$ cat src/rtl/ltc_pkg.sv
// Shared definitions for the LTC timecode sequencer.
// Contents:
//   - framerate encodings and the max-frame decode for each rate
//   - BCD field limits for seconds, minutes and hours
//   - bit offsets and widths of the packed timecode {hrs, min, sec, frm}
//   - the sequencer FSM state enum and the incrementer field-select enum
//   - bcd_ok(): digit and limit check used when validating a preset
package ltc_pkg;

    localparam logic [1:0] FR_24   = 2'b00;
    localparam logic [1:0] FR_25   = 2'b01;
    localparam logic [1:0] FR_RSVD = 2'b10;
    localparam logic [1:0] FR_30   = 2'b11;

    // Field limits as two-digit BCD values.
    localparam logic [7:0] SEC_MAX = 8'h59;
    localparam logic [7:0] MIN_MAX = 8'h59;
    localparam logic [7:0] HRS_MAX = 8'h23;

    // Packed timecode layout: {hrs[5:0], min[6:0], sec[6:0], frm[5:0]}.
    localparam int TC_W    = 26;
    localparam int FRM_LSB = 0;
    localparam int FRM_W   = 6;
    localparam int SEC_LSB = 6;
    localparam int SEC_W   = 7;
    localparam int MIN_LSB = 13;
    localparam int MIN_W   = 7;
    localparam int HRS_LSB = 20;
    localparam int HRS_W   = 6;

    typedef enum logic [2:0] {
        ST_IDLE    = 3'd0,
        ST_ADV_FRM = 3'd1,
        ST_ADV_SEC = 3'd2,
        ST_ADV_MIN = 3'd3,
        ST_ADV_HRS = 3'd4
    } state_t;

    typedef enum logic [1:0] {
        FLD_FRM = 2'd0,
        FLD_SEC = 2'd1,
        FLD_MIN = 2'd2,
        FLD_HRS = 2'd3
    } field_t;

    // Highest frame number (BCD) for a framerate code. The reserved code
    // never reaches the active-rate register, so its entry is never used.
    function automatic logic [7:0] max_frame(input logic [1:0] fr);
        case (fr)
            FR_24:   return 8'h23;
            FR_30:   return 8'h29;
            default: return 8'h24;
        endcase
    endfunction

    // With the units digit known to be 0..9, plain unsigned compare on the
    // BCD byte orders the same way as the decimal value.
    function automatic logic bcd_ok(input logic [7:0] v, input logic [7:0] lim);
        return (v[3:0] <= 4'd9) && (v <= lim);
    endfunction

endpackage

$ cat src/rtl/ltc_bcd_inc.sv
// Two-digit BCD incrementer with a wrap limit (combinational).
// Ports:
//   value  in  8  current value, {tens[3:0], units[3:0]}
//   limit  in  8  highest legal value; at or above it the result wraps to 00
//   next   out 7  incremented value, {tens[2:0], units[3:0]}
//   wrap   out 1  value was at the limit and has wrapped to 00
module ltc_bcd_inc (
    input  logic [7:0] value,
    input  logic [7:0] limit,
    output logic [6:0] next,
    output logic       wrap
);

    always_comb begin
        next = 7'h00;
        wrap = 1'b0;
        if (value >= limit) begin
            wrap = 1'b1;
        end else if (value[3:0] >= 4'd9) begin
            next = {value[6:4] + 3'd1, 4'd0};
        end else begin
            next = {value[6:4], value[3:0] + 4'd1};
        end
    end

endmodule

$ cat src/rtl/ltc_tc_sequencer.sv
// Running BCD timecode for the LTC frame serializer.
// Three update sources share one BCD incrementer:
//   - frame_tick: latched into tick_pend, then the carry ripples
//     frm -> sec -> min -> hrs, one field per cycle
//   - preset handshake: validated, then loaded whole or rejected
//   - inc_sec / inc_min / inc_hrs: latched, serviced one per idle cycle
// Ports:
//   sys_clk       in  1   system clock
//   reset         in  1   synchronous, active-high reset
//   framerate     in  2   requested rate; taken only at a second boundary
//   frame_tick    in  1   one-cycle pulse, advance one frame
//   preset_valid  in  1   preset request
//   preset_ready  out 1   preset taken on a cycle with valid & ready
//   preset_tc     in  26  preset value {hrs, min, sec, frm}, packed BCD
//   inc_sec/min/hrs in 1  manual increment pulses
//   tc_out        out 26  current timecode
//   fr_active     out 2   framerate in effect
//   tc_update     out 1   one-cycle pulse the cycle after every commit
//   busy          out 1   carry chain in progress (FSM not idle)
//   preset_err    out 1   one-cycle pulse, preset rejected
//   state_dbg     out 3   FSM state encoding, for observation only
module ltc_tc_sequencer
    import ltc_pkg::*;
#(
    parameter logic [1:0] FR_DEFAULT = 2'b01
) (
    input  logic            sys_clk,
    input  logic            reset,
    input  logic [1:0]      framerate,
    input  logic            frame_tick,
    input  logic            preset_valid,
    output logic            preset_ready,
    input  logic [TC_W-1:0] preset_tc,
    input  logic            inc_sec,
    input  logic            inc_min,
    input  logic            inc_hrs,
    output logic [TC_W-1:0] tc_out,
    output logic [1:0]      fr_active,
    output logic            tc_update,
    output logic            busy,
    output logic            preset_err,
    output logic [2:0]      state_dbg
);

    state_t          state, state_n;
    logic            tick_pend;
    logic            pend_sec, pend_min, pend_hrs;
    logic [TC_W-1:0] tc_q;
    logic [1:0]      fr_q;
    logic            tc_update_q;
    logic            preset_err_q;

    // Control decoded from the state.
    logic            ready;
    logic            accept;
    logic            take_tick;
    logic            svc_sec, svc_min, svc_hrs;
    logic            wr_en;
    logic            commit;
    logic            load_fr;
    field_t          fld;

    // Shared incrementer.
    logic [7:0]      inc_in;
    logic [7:0]      inc_lim;
    logic [6:0]      inc_next;
    logic            inc_wrap;
    logic [TC_W-1:0] tc_wr;
    logic            preset_good;

    ltc_bcd_inc u_bcd_inc (
        .value (inc_in),
        .limit (inc_lim),
        .next  (inc_next),
        .wrap  (inc_wrap)
    );

    // Handshake: a preset is consumed on any cycle where preset_valid and
    // preset_ready are both high, whether or not it turns out valid.
    // preset_ready depends only on state and tick_pend, never on valid.
    assign ready  = (state == ST_IDLE) && !tick_pend && !reset;
    assign accept = ready && preset_valid;

    assign preset_good =
        bcd_ok({2'b00, preset_tc[FRM_LSB +: FRM_W]}, max_frame(fr_q)) &&
        bcd_ok({1'b0,  preset_tc[SEC_LSB +: SEC_W]}, SEC_MAX) &&
        bcd_ok({1'b0,  preset_tc[MIN_LSB +: MIN_W]}, MIN_MAX) &&
        bcd_ok({2'b00, preset_tc[HRS_LSB +: HRS_W]}, HRS_MAX);

    // State register.
    always_ff @(posedge sys_clk) begin
        if (reset) begin
            state <= ST_IDLE;
        end else begin
            state <= state_n;
        end
    end

    // Next-state logic. A wrap in one field moves on to the next field.
    always_comb begin
        state_n = state;
        case (state)
            ST_IDLE:    if (tick_pend) state_n = ST_ADV_FRM;
            ST_ADV_FRM: state_n = inc_wrap ? ST_ADV_SEC : ST_IDLE;
            ST_ADV_SEC: state_n = inc_wrap ? ST_ADV_MIN : ST_IDLE;
            ST_ADV_MIN: state_n = inc_wrap ? ST_ADV_HRS : ST_IDLE;
            ST_ADV_HRS: state_n = ST_IDLE;
            default:    state_n = ST_IDLE;
        endcase
    end

    // Field select for the shared incrementer. Kept apart from the control
    // decode below because that decode depends on the incrementer's wrap.
    always_comb begin
        fld     = FLD_FRM;
        svc_sec = 1'b0;
        svc_min = 1'b0;
        svc_hrs = 1'b0;
        case (state)
            ST_IDLE: begin
                if (!tick_pend && !accept) begin
                    if (pend_sec) begin
                        svc_sec = 1'b1;
                        fld     = FLD_SEC;
                    end else if (pend_min) begin
                        svc_min = 1'b1;
                        fld     = FLD_MIN;
                    end else if (pend_hrs) begin
                        svc_hrs = 1'b1;
                        fld     = FLD_HRS;
                    end
                end
            end
            ST_ADV_FRM: fld = FLD_FRM;
            ST_ADV_SEC: fld = FLD_SEC;
            ST_ADV_MIN: fld = FLD_MIN;
            ST_ADV_HRS: fld = FLD_HRS;
            default:    fld = FLD_FRM;
        endcase
    end

    // Output / control decode. A chain commits only in its last field, so
    // tc_update never fires mid-chain.
    always_comb begin
        take_tick = 1'b0;
        wr_en     = 1'b0;
        commit    = 1'b0;
        load_fr   = 1'b0;
        case (state)
            ST_IDLE: begin
                take_tick = tick_pend;
                if (svc_sec || svc_min || svc_hrs) begin
                    wr_en  = 1'b1;
                    commit = 1'b1;
                end else if (accept && preset_good) begin
                    commit = 1'b1;
                end
            end
            ST_ADV_FRM: begin
                wr_en   = 1'b1;
                commit  = !inc_wrap;
                load_fr = inc_wrap;
            end
            ST_ADV_SEC, ST_ADV_MIN: begin
                wr_en  = 1'b1;
                commit = !inc_wrap;
            end
            ST_ADV_HRS: begin
                wr_en  = 1'b1;
                commit = 1'b1;
            end
            default: begin
                wr_en = 1'b0;
            end
        endcase
    end

    // Incrementer operand mux and write-back into the selected field.
    always_comb begin
        inc_in  = 8'h00;
        inc_lim = SEC_MAX;
        tc_wr   = tc_q;
        case (fld)
            FLD_FRM: begin
                inc_in  = {2'b00, tc_q[FRM_LSB +: FRM_W]};
                inc_lim = max_frame(fr_q);
                tc_wr[FRM_LSB +: FRM_W] = inc_next[FRM_W-1:0];
            end
            FLD_SEC: begin
                inc_in  = {1'b0, tc_q[SEC_LSB +: SEC_W]};
                inc_lim = SEC_MAX;
                tc_wr[SEC_LSB +: SEC_W] = inc_next;
            end
            FLD_MIN: begin
                inc_in  = {1'b0, tc_q[MIN_LSB +: MIN_W]};
                inc_lim = MIN_MAX;
                tc_wr[MIN_LSB +: MIN_W] = inc_next;
            end
            default: begin
                inc_in  = {2'b00, tc_q[HRS_LSB +: HRS_W]};
                inc_lim = HRS_MAX;
                tc_wr[HRS_LSB +: HRS_W] = inc_next[HRS_W-1:0];
            end
        endcase
    end

    // Datapath and pending flags. A new pulse always sets its flag, even on
    // the cycle the old request is being taken, so nothing is dropped.
    always_ff @(posedge sys_clk) begin
        if (reset) begin
            tick_pend    <= 1'b0;
            pend_sec     <= 1'b0;
            pend_min     <= 1'b0;
            pend_hrs     <= 1'b0;
            tc_q         <= '0;
            fr_q         <= FR_DEFAULT;
            tc_update_q  <= 1'b0;
            preset_err_q <= 1'b0;
        end else begin
            tick_pend <= frame_tick | (tick_pend & ~take_tick);
            pend_sec  <= inc_sec    | (pend_sec  & ~svc_sec);
            pend_min  <= inc_min    | (pend_min  & ~svc_min);
            pend_hrs  <= inc_hrs    | (pend_hrs  & ~svc_hrs);
            if (accept && preset_good) begin
                tc_q <= preset_tc;
            end else if (wr_en) begin
                tc_q <= tc_wr;
            end
            if (load_fr && (framerate != FR_RSVD)) begin
                fr_q <= framerate;
            end
            tc_update_q  <= commit;
            preset_err_q <= accept && !preset_good;
        end
    end

    assign preset_ready = ready;
    assign tc_out       = tc_q;
    assign fr_active    = fr_q;
    assign tc_update    = tc_update_q;
    assign preset_err   = preset_err_q;
    assign busy         = (state != ST_IDLE);
    assign state_dbg    = state;

endmodule

$ cat config.mk
export PLATFORM = sky130hd
export DESIGN_NAME = ltc_tc_sequencer
export DESIGN_NICKNAME = d
export VERILOG_FILES = /design/src/rtl/ltc_pkg.sv /design/src/rtl/ltc_bcd_inc.sv /design/src/rtl/ltc_tc_sequencer.sv
export SDC_FILE = /design/constraint.sdc
export NUM_CORES = 1
export LEC_CHECK = 0
export ABC_CLOCK_PERIOD_IN_PS = 6050
export BUFFER_PORTS_ARGS = -buffer_cell sky130_fd_sc_hd__buf_2
export CORE_UTILIZATION = 30
export CTS_BUF_LIST = sky130_fd_sc_hd__clkbuf_16
export DETAILED_ROUTE_END_ITERATION = 10
export PLACE_DENSITY = 0.59
export SKIP_LAST_GASP = 1
export SYNTH_ARGS = -nofsm -noshare
export SYNTH_HDL_FRONTEND = slang
export SYNTH_SLANG_ARGS = --single-unit
$ cat constraint.sdc
create_clock -name sys_clk -period 6.05 [get_ports sys_clk]
set_input_delay 1.21 -clock sys_clk [delete_from_list [all_inputs] [get_ports sys_clk]]
set_output_delay 1.21 -clock sys_clk [all_outputs]
set_load 0.01 [all_outputs]
* Yosys cells after proc, flatten, opt, wreduce, memory -nomap -nowiden
Index checks and enable logic that the tools add are counted.
** Storage, ports and cells
- Input bits :: 35
- Register bits :: 37
- Logic and storage cells :: 124
- Output and inout port bits :: 35
** Operators by class
- Bitwise gates (word level) :: 12
- Reduce and logical (&&, ||, !) cells :: 37
- Equality and inequality tests :: 10
- Add/subtract/negate cells :: 2
- Multiplexer cells :: 41
- Order comparisons :: 10
** Operator list (number)
- 26-bit two-way mux :: 2
- 7-bit two-way mux :: 4
- 7-bit case mux with 3 select lines :: 1
- 1-bit two-way mux :: 18
- 4-bit less-or-equal comparator, second input constant :: 4
- 8-bit case mux with 2 select lines :: 1
- 7-bit less-or-equal comparator, second input constant :: 2
- 1-bit logical AND :: 14
- 2-bit two-way mux :: 6
- 6-bit two-way mux :: 2
- 3-bit case mux with 4 select lines :: 1
- 7-bit by 8-bit greater-or-equal comparator with 1-bit output :: 1
- 6-bit by 8-bit less-or-equal comparator with 1-bit output :: 1
- 2-bit case mux with 4 select lines :: 1
- 4-bit case mux with 2 select lines :: 1
- 2-bit AND reduction :: 4
- 2-bit nonzero test :: 4
- 3-bit by 2-bit equality test with 1-bit output, second input constant :: 2
- 6-bit less-or-equal comparator, second input constant :: 1
- 3-bit two-way mux :: 2
- 3-bit OR reduction :: 2
- 1-bit zero test :: 5
- 4-bit by 1-bit adder with 4-bit output, second input constant :: 1
- 1-bit bitwise AND :: 4
- other kinds (18) :: 28

* Logic depth before layout (Yosys ltp)
Gate-level depths: netlist of the first run.
- Word-level depth :: 16
- Depth in mapped cells :: 21
- Depth with buffers taken out :: 18

* Hierarchy
A second synthesis of the first run with hierarchy kept.
** Unflattened totals
- Cell total of the unflattened synthesis :: 405
- Area total of the unflattened synthesis :: 3165.5 sq um
** By module, submodules not included
- ltc_tc_sequencer :: cells an instance 356, instances 1, area each 2808.9 sq um, seq. area each 740.7 sq um
- ltc_bcd_inc :: cells an instance 49, instances 1, area each 356.6 sq um, seq. area each 0.0 sq um

* Worst setup path after synthesis of the first run
OpenSTA, ideal clock, no wires.
- Kind :: input port to flip-flop
- Start point :: input reset
- End point :: register tc_q[5] (netlist: tc_out[5])
- Buffers on the path :: 3
- Cell stages on the path :: 19
- Data required time :: 5.964 ns
- Setup slack :: 1.153 ns
- Library setup time :: 0.086 ns
- Data arrival time :: 4.811 ns
- Cells stage by stage :: buf_2 nor2b_1 or3_1 nor2_1 o21a_1 o31ai_1 inv_1 ha_1 buf_2 mux2i_1 inv_1 ha_1 nor2b_1 o21ai_1 a221o_1 or2_1 buf_2 or3_1 a221oi_2
** On the way
- Word-level cells in the longest chain between the ends :: 15
- Elaborated cells on any way between the ends :: 35
- Those cells by class :: 1 x add/sub; 2 x order compare; 2 x eq/ne; 17 x mux; 13 x reduce/logical
** RTL lines
- start: declaration :: line ltc_tc_sequencer.sv:28 : input logic reset,
- 1-bit zero test :: line ltc_tc_sequencer.sv:81 : assign ready = (state == ST_IDLE) && !tick_pend && !reset;
- 1-bit logical AND :: line ltc_tc_sequencer.sv:81
- 1-bit logical AND :: line ltc_tc_sequencer.sv:82 : assign accept = ready && preset_valid;
- 1-bit zero test :: line ltc_tc_sequencer.sv:121 : if (!tick_pend && !accept) begin
- 1-bit logical AND :: line ltc_tc_sequencer.sv:121
- 2-bit two-way mux :: line ltc_tc_sequencer.sv:121
- 2-bit case mux with 4 select lines :: line ltc_tc_sequencer.sv:119 : case (state)
- 2-bit equality test, or another cell as far along :: line ltc_tc_sequencer.sv:183 : case (fld)
- 2-bit OR reduction (no source line) or 7-bit case mux with 3 select lines (tied branches)
- 8-bit case mux with 2 select lines, or another cell as far along :: line ltc_tc_sequencer.sv:183
- 7-bit by 8-bit greater-or-equal comparator with 1-bit output or 7-bit two-way mux (tied branches) :: line ltc_bcd_inc.sv:17, ltc_bcd_inc.sv:19
- 7-bit two-way mux :: line ltc_bcd_inc.sv:17 : if (value >= limit) begin
- 6-bit two-way mux :: line ltc_tc_sequencer.sv:183
- 26-bit two-way mux :: line ltc_tc_sequencer.sv:226 : end else if (wr_en) begin
- 26-bit two-way mux :: line ltc_tc_sequencer.sv:224 : if (accept && preset_good) begin
- end signal: assignment :: line ltc_tc_sequencer.sv:225 : tc_q <= preset_tc;
- end signal: assignment :: line ltc_tc_sequencer.sv:227 : tc_q <= tc_wr;
- end: declaration :: line ltc_tc_sequencer.sv:48 : logic [TC_W-1:0] tc_q;
Parallel ways exist; a longest one is shown, timed or not. The select of a mux whose other input is x is not followed.
A chain may end at the register's enable or synchronous reset.

* Final worst setup path of the first run
Ends and elaborated chain as after synthesis.

==> run_results.csv, run 1 <==
group,metric,value,unit
synth,yosys_warnings,0,
final_layout,utilization,38.4,%
sta,hold_violations,0,
clocking,holdBufCountCts,0,
routing,routedWlPerCell,16.8,um
synth,synthCells,300,
pwr,leakagePower,1.35,nW
routing,drtAntennaViolNets,0,
sta,worst_slew_pin_slew,644,ps
critical_path,worst_ep_required_time,6260,ps
clocking,clk_latency,290,ps
synth,synth_top_area_cell,"dfxtp_1",
sta,fmax,0.196,GHz
floorplanning,start_util,31.2,%
synth,yosysSeqAreaShare,30.6,%
critical_path,cp-startpoint,"reset",
clocking,clockBufferDepth,2,
global_route,grt_pass1_vias,2450,
sta,skew,7.21,ps
synth,synth_nets,355,
placement,pre_cts_ws,652,ps
routing,wl,7820,um
final_layout,antenna_cells,0,
clocking,cts.sinks,37,
critical_path,end_kind,"register",
routing,vias,2556,
critical_path,slowest_delay,570,ps
synth,syn_area_per_cell,8.07,um2
floorplanning,pin_count,70,
critical_path,cp_max_fo,13,
sta,period_share,84.2,%
clocking,ctsResizeCount,0,
critical_path,reg2reg_to,"tc_out[5]$_SDFFE_PP0P_",
sta,hold_ws,498,ps
final_layout,finalNetCount,417,
placement,post-dp-hpwl,5870,um
routing,dr.pass1.iters,7,
final_layout,drive_gt1_share,23.7,%
clocking,cts_tree,"yes",
synth,netlist.area_leader.share,30.6,%
final_layout,fillCellCount,825,
global_route,antenna_found_initial,0,
synth,synth_area,2420,um2
global_route,grt_first_pass_wirelength,12200,um
global_route,gr-usage-all-layers,18.6,%
floorplanning,core,7770,um2
placement,gp_congestion,0.853,
synth,ys_ff_latch,37,
sta,slew-limit-headroom,56.8,%
routing,drt_iter0_drc,175,
synth,synth-edff-count,0,
floorplanning,fp.dieW,91.9,um
synth,synth_ff_type,"dfxtp_1",
critical_path,cpMaxStageDelayCell,"ha_1",
critical_path,critPathCapture,"tc_out[5]$_SDFFE_PP0P_",
critical_path,crit_chain,"buf_2, nor2b_1, or3_1, nor2_1, o21a_1, o31ai_1, ha_1, a222oi_1, mux2i_1, inv_1, ha_1, nor2b_1, o21ai_1, a221o_1, or2_1, or3_1, a221oi_2",
critical_path,crit_type,"input pin to register",
floorplanning,rows,32,
min_path,hold_start,"tc_out[6]$_SDFFE_PP0P_",
clocking,cts_root_buf,"clkbuf_16",
critical_path,start_kind,"input pin",
min_path,min_path_type,"register to register",
sta,fin_crit,5090,ps
routing,drc,0,
sta,setup_tns,0,ps
critical_path,reg2reg_from,"state_dbg[0]$_SDFFE_PP0P_",
pwr,irDropWorstVdd,0.109,mV
status,status,"finished, final reports clean",
synth,yosysMostFrequentCell,"dfxtp_1",
clocking,ctsHtreeMaxLevel,2,
floorplanning,dieArea,8440,um2
synth,async_flop_share,0,%
global_route,overflow,0,
critical_path,arrival,5300,ps
pwr,power_density,245,nW/um2
sta,grt_setup_unrepaired,"false",
critical_path,reg2reg_slack,1210,ps
final_layout,area_growth,23.1,%
routing,routed_via_density,5.50,
clocking,post_cts_buffers,0,
synth,synth_area_leaders,"dfxtp_1, ha_1, o21ai_0",
floorplanning,fp.dieH,91.9,um
clocking,path_clk_slew,60,ps
clocking,numCtsBuffers,5,
job,max-cap-violations,0,
sta,drv_slew,0,
synth,synth_cell_types,49,
global_route,grt_max_degree,37,
sta,fin_ws,955,ps
placement,port_buffers,69,
sta,setup_viol,0,
critical_path,r2r_cells,16,
synth,synth.top_cells.by_count,"dfxtp_1, inv_1, o21ai_0",
final cells by class:
type / instances / area, um2 / area share (%)
timing repair buffer: 72 / 368 / 12.3
inverter: 27 / 101 / 3.40
clock buffer: 5 / 125 / 4.20
tap: 102 / 128 / 4.28
multi-input combinational: 219 / 1500 / 50.4
clock inverter: 3 / 17.5 / 0.587
sequential: 37 / 741 / 24.8
flip-flops by register name (all words and copies together), names as in the netlist:
register,flops
pend_sec,1
tick_pend,1
tc_update,1
fr_active,2
pend_hrs,1
preset_err,1
pend_min,1
tc_out,26
state_dbg,3
cell families (layout without fill, tap and decap cells):
family | Yosys count | after routing | share of synthesized area, %
adders and majority gates | 20 | 20 | 10.3
buffers and inverters | 44 | 107 | 7.44
xor gates and xnor gates | 5 | 5 | 1.81
muxes | 8 | 8 | 3.31
DFF | 37 | 37 | 30.6
AOI/OAI and AO/OA | 92 | 92 | 26.8
and+or+nand+nor | 94 | 94 | 19.7
power by group:
part           leakage [nW]  switching, W  internal [W]  total, W
combinational         0.979      0.000125     0.0000753  0.000200
sequential            0.302     0.0000145      0.000259  0.000273
clock                0.0696      0.000106      0.000151  0.000257
worst min-delay path by stage:
stage,end,slack (ps),depth (start not counted)
finish,tc_out[6]$_SDFFE_PP0P_,500,2
global route,tc_out[6]$_SDFFE_PP0P_,510,2
global placement,tc_out[24]$_SDFFE_PP0P_,490,2
floorplan,pend_min$_SDFF_PP0_,480,2
CTS,tc_out[6]$_SDFFE_PP0P_,500,2
detailed placement,tc_out[6]$_SDFFE_PP0P_,490,2
worst max-delay path, delay by kind of cell:
kind | cells | cell delay (ps)
AOI/OAI and AO/OA | 6 | 1370
adders and majority gates | 2 | 880
muxes | 1 | 310
and+or+nand+nor | 6 | 1280
buffers and inverters | 2 | 250
layer usage:
layer | vias to the layer above | share of wire [%] | track usage (%)
met2 | 82 | 48 | 31.2
met5 | - | 0 | 0
met1 | 1225 | 45 | 24.0
met3 | 10 | 4.5 | 2.65
li1 | 1239 | - | -
met4 | 0 | 1.7 | 7.16
layout by cell type (no fill, tap or decap), types with 7 or more instances in the layout:
cell type  count
nand2_1       16
a211oi_1       7
ha_1          20
buf_2         69
mux2i_1        8
dfxtp_1       37
o21ai_0       23
a21oi_1       17
nor2_1        22
nor3_1        12
nand3_1       18
inv_1         27
a221oi_1       8
through the flow:
stage | power [W] | instance area, um2 | cells
6_report | 0.000731 | 2980 | 465
5_1_grt | 0.000765 | 2980 | 465
4_1_cts | 0.000733 | 2980 | 465
3_5_place_dp | 0.000476 | 2840 | 457
3_3_place_gp | 0.000474 | 2840 | 457
2_1_floorplan | 0.000404 | 2420 | 300
(Power assumes the default switching activity.)
==> run 2, diff against run 1 <==
ABC_CLOCK_PERIOD_IN_PS = 4990   (was 6050)
clock period = 4.99 ns   (was 6.05 ns; I/O delays follow)
==> run_results.csv, run 2 (synthesized netlist as in run 1, its figures left out) <==
group,metric,value,unit
status,status,"finished, final reports clean",
sta,fmax,0.213,GHz
clocking,path_clk_slew,60,ps
global_route,grt_max_degree,37,
floorplanning,rows,32,
final_layout,antenna_cells,0,
global_route,overflow,0,
critical_path,arrival,4880,ps
placement,port_buffers,69,
routing,wl,7680,um
critical_path,end_kind,"register",
final_layout,area_growth,27.5,%
min_path,min_path_type,"register to register",
clocking,ctsHtreeMaxLevel,2,
critical_path,crit_type,"input pin to register",
floorplanning,fp.dieW,91.9,um
critical_path,slowest_delay,360,ps
critical_path,cp_max_fo,5,
sta,setup_tns,0,ps
routing,drtAntennaViolNets,0,
final_layout,drive_gt1_share,25.9,%
final_layout,final_common_cell,"buf_2",
global_route,gr-usage-all-layers,18.7,%
critical_path,crit_buf_inv,3,
routing,routed_via_density,5.30,
final_layout,largest_reg_flops,26,
clocking,cts_root_buf,"clkbuf_16",
floorplanning,pin_count,70,
global_route,met3_usage,2.99,%
pwr,power_density,305,nW/um2
critical_path,cpMaxStageDelayCell,"or3_1",
clocking,clk_latency,280,ps
final_layout,mostFrequentLayoutCells,"buf_2, dfxtp_1, inv_1, o21ai_0, nor2_1",
sta,skew,7.29,ps
sta,drv_slew,0,
global_route,grt_pass1_vias,2419,
sta,grt_setup_unrepaired,"false",
routing,vias,2525,
global_route,grt_first_pass_wirelength,12400,um
critical_path,worst_ep_required_time,5180,ps
clocking,holdBufCountCts,0,
final_layout,final_cell_count_no_fill,476,
clocking,numCtsBuffers,5,
floorplanning,start_util,31.2,%
sta,hold_violations,0,
placement,gp_congestion,0.863,
global_route,met2_usage,30.7,%
global_route,antenna_found_initial,0,
sta,setup_viol,0,
clocking,clockBufferDepth,2,
sta,slew-limit-headroom,19.8,%
critical_path,critPathTopFamily,"simple AND/OR/NAND/NOR gates",
final_layout,finalNetCount,428,
sta,fin_crit,4700,ps
routing,drt_iter0_drc,170,
critical_path,start_kind,"input pin",
routing,routedWlPerCell,16.1,um
floorplanning,fp.dieH,91.9,um
critical_path,crit_chain,"buf_2, nor2b_1, or3_1, nor2_1, o21a_1, o31ai_1, buf_4, ha_1, buf_4, a222oi_1, mux2i_1, ha_1, nand3_1, nor2_1, a221o_1, nor3_2, nand3_1, a221oi_1",
floorplanning,core,7770,um2
placement,dp.cells,467,
global_route,busiest_layer,"met2",
pwr,leakagePower,1.42,nW
sta,hold_ws,502,ps
clocking,cts_tree,"yes",
clocking,cts.sinks,37,
job,max-cap-violations,0,
routing,dr.pass1.iters,5,
sta,worst_slew_pin_slew,1200,ps
pwr,irDropWorstVdd,0.172,mV
global_route,grtUsageMet1,25.5,%
sta,period_share,94.2,%
pwr,power,0.000943,W
floorplanning,dieArea,8440,um2
placement,post-dp-hpwl,5930,um
routing,drc,0,
-- run 2: cell count changes in the layout (fill, tap and decap cells not counted), sizes merged --
cell | before | now
buf | 72 | 83
clkinv | 2 | 1
bufinv | 0 | 1
inv | 27 | 28
clkinvlp | 1 | 0
-- run 2: per-stage QoR --
step	worst slack, ps	utilization, %	instance area [um2]
3_3_place_gp	32.3	37.5	2910
6_report	292	39.8	3090
5_1_grt	15.1	39.8	3090
2_1_floorplan	305	-	2420
4_1_cts	262	39.6	3080
3_5_place_dp	-11.1	37.5	2910
-- run 2: final timing paths --
kind	startpoint	slack (ps)	end	cells past startpoint
worst max-delay path	preset_valid	290	tc_out[8]$_SDFFE_PP0P_	18
worst min-delay path	tc_out[6]$_SDFFE_PP0P_	500	tc_out[6]$_SDFFE_PP0P_	2
worst max register to register	state_dbg[1]$_SDFFE_PP0P_	340	tc_out[8]$_SDFFE_PP0P_	18
worst min register to register	tc_out[6]$_SDFFE_PP0P_	500	tc_out[6]$_SDFFE_PP0P_	2
-- run 2: power breakdown --
| part | switching, W | internal (W) | leakage (nW) |
|---|---|---|---|
| combinational | 0.000153 | 0.000106 | 1.03 |
| sequential | 0.0000169 | 0.000314 | 0.302 |
| clock | 0.000122 | 0.000232 | 0.0826 |
| total | 0.000292 | 0.000652 | 1.42 |
-- run 2: area by class of cell --
| class | instances | area (um2) |
|---|---|---|
| clock inverters | 3 | 37.5 |
| inverters | 27 | 101 |
| fillers | 833 | 4680 |
| repair buffers | 83 | 450 |
| clock buffers | 5 | 125 |
| flip-flops and latches | 37 | 741 |
| multi-input cells | 219 | 1510 |
| well taps | 102 | 128 |
-- run 2: worst register-to-register path, stage by stage (launching register included) --
cell and delay (ps):
dfxtp_1 420, nor3_2 310, inv_1 130, or3_1 410, nor2_1 150, o21a_1 140
o31ai_1 80, buf_4 160, ha_1 250, buf_4 180, a222oi_1 360, mux2i_1 220
ha_1 320, nand3_1 110, nor2_1 60, a221o_1 330, nor3_2 290, nand3_1 280
a221oi_1 360
-- run 2: routing by layer --
metal | vias to the layer above | share of wire (%)
met5 | - | 0
met4 | 0 | 1.3
met3 | 7 | 4.9
met2 | 66 | 49
met1 | 1193 | 45
li1 | 1259 | -
-- run 2: timing repair --
action / CTS / global route
gates resized for setup: 0 / 2
setup buffers: 0 / 1
setup endpoints to repair: 0 / 12
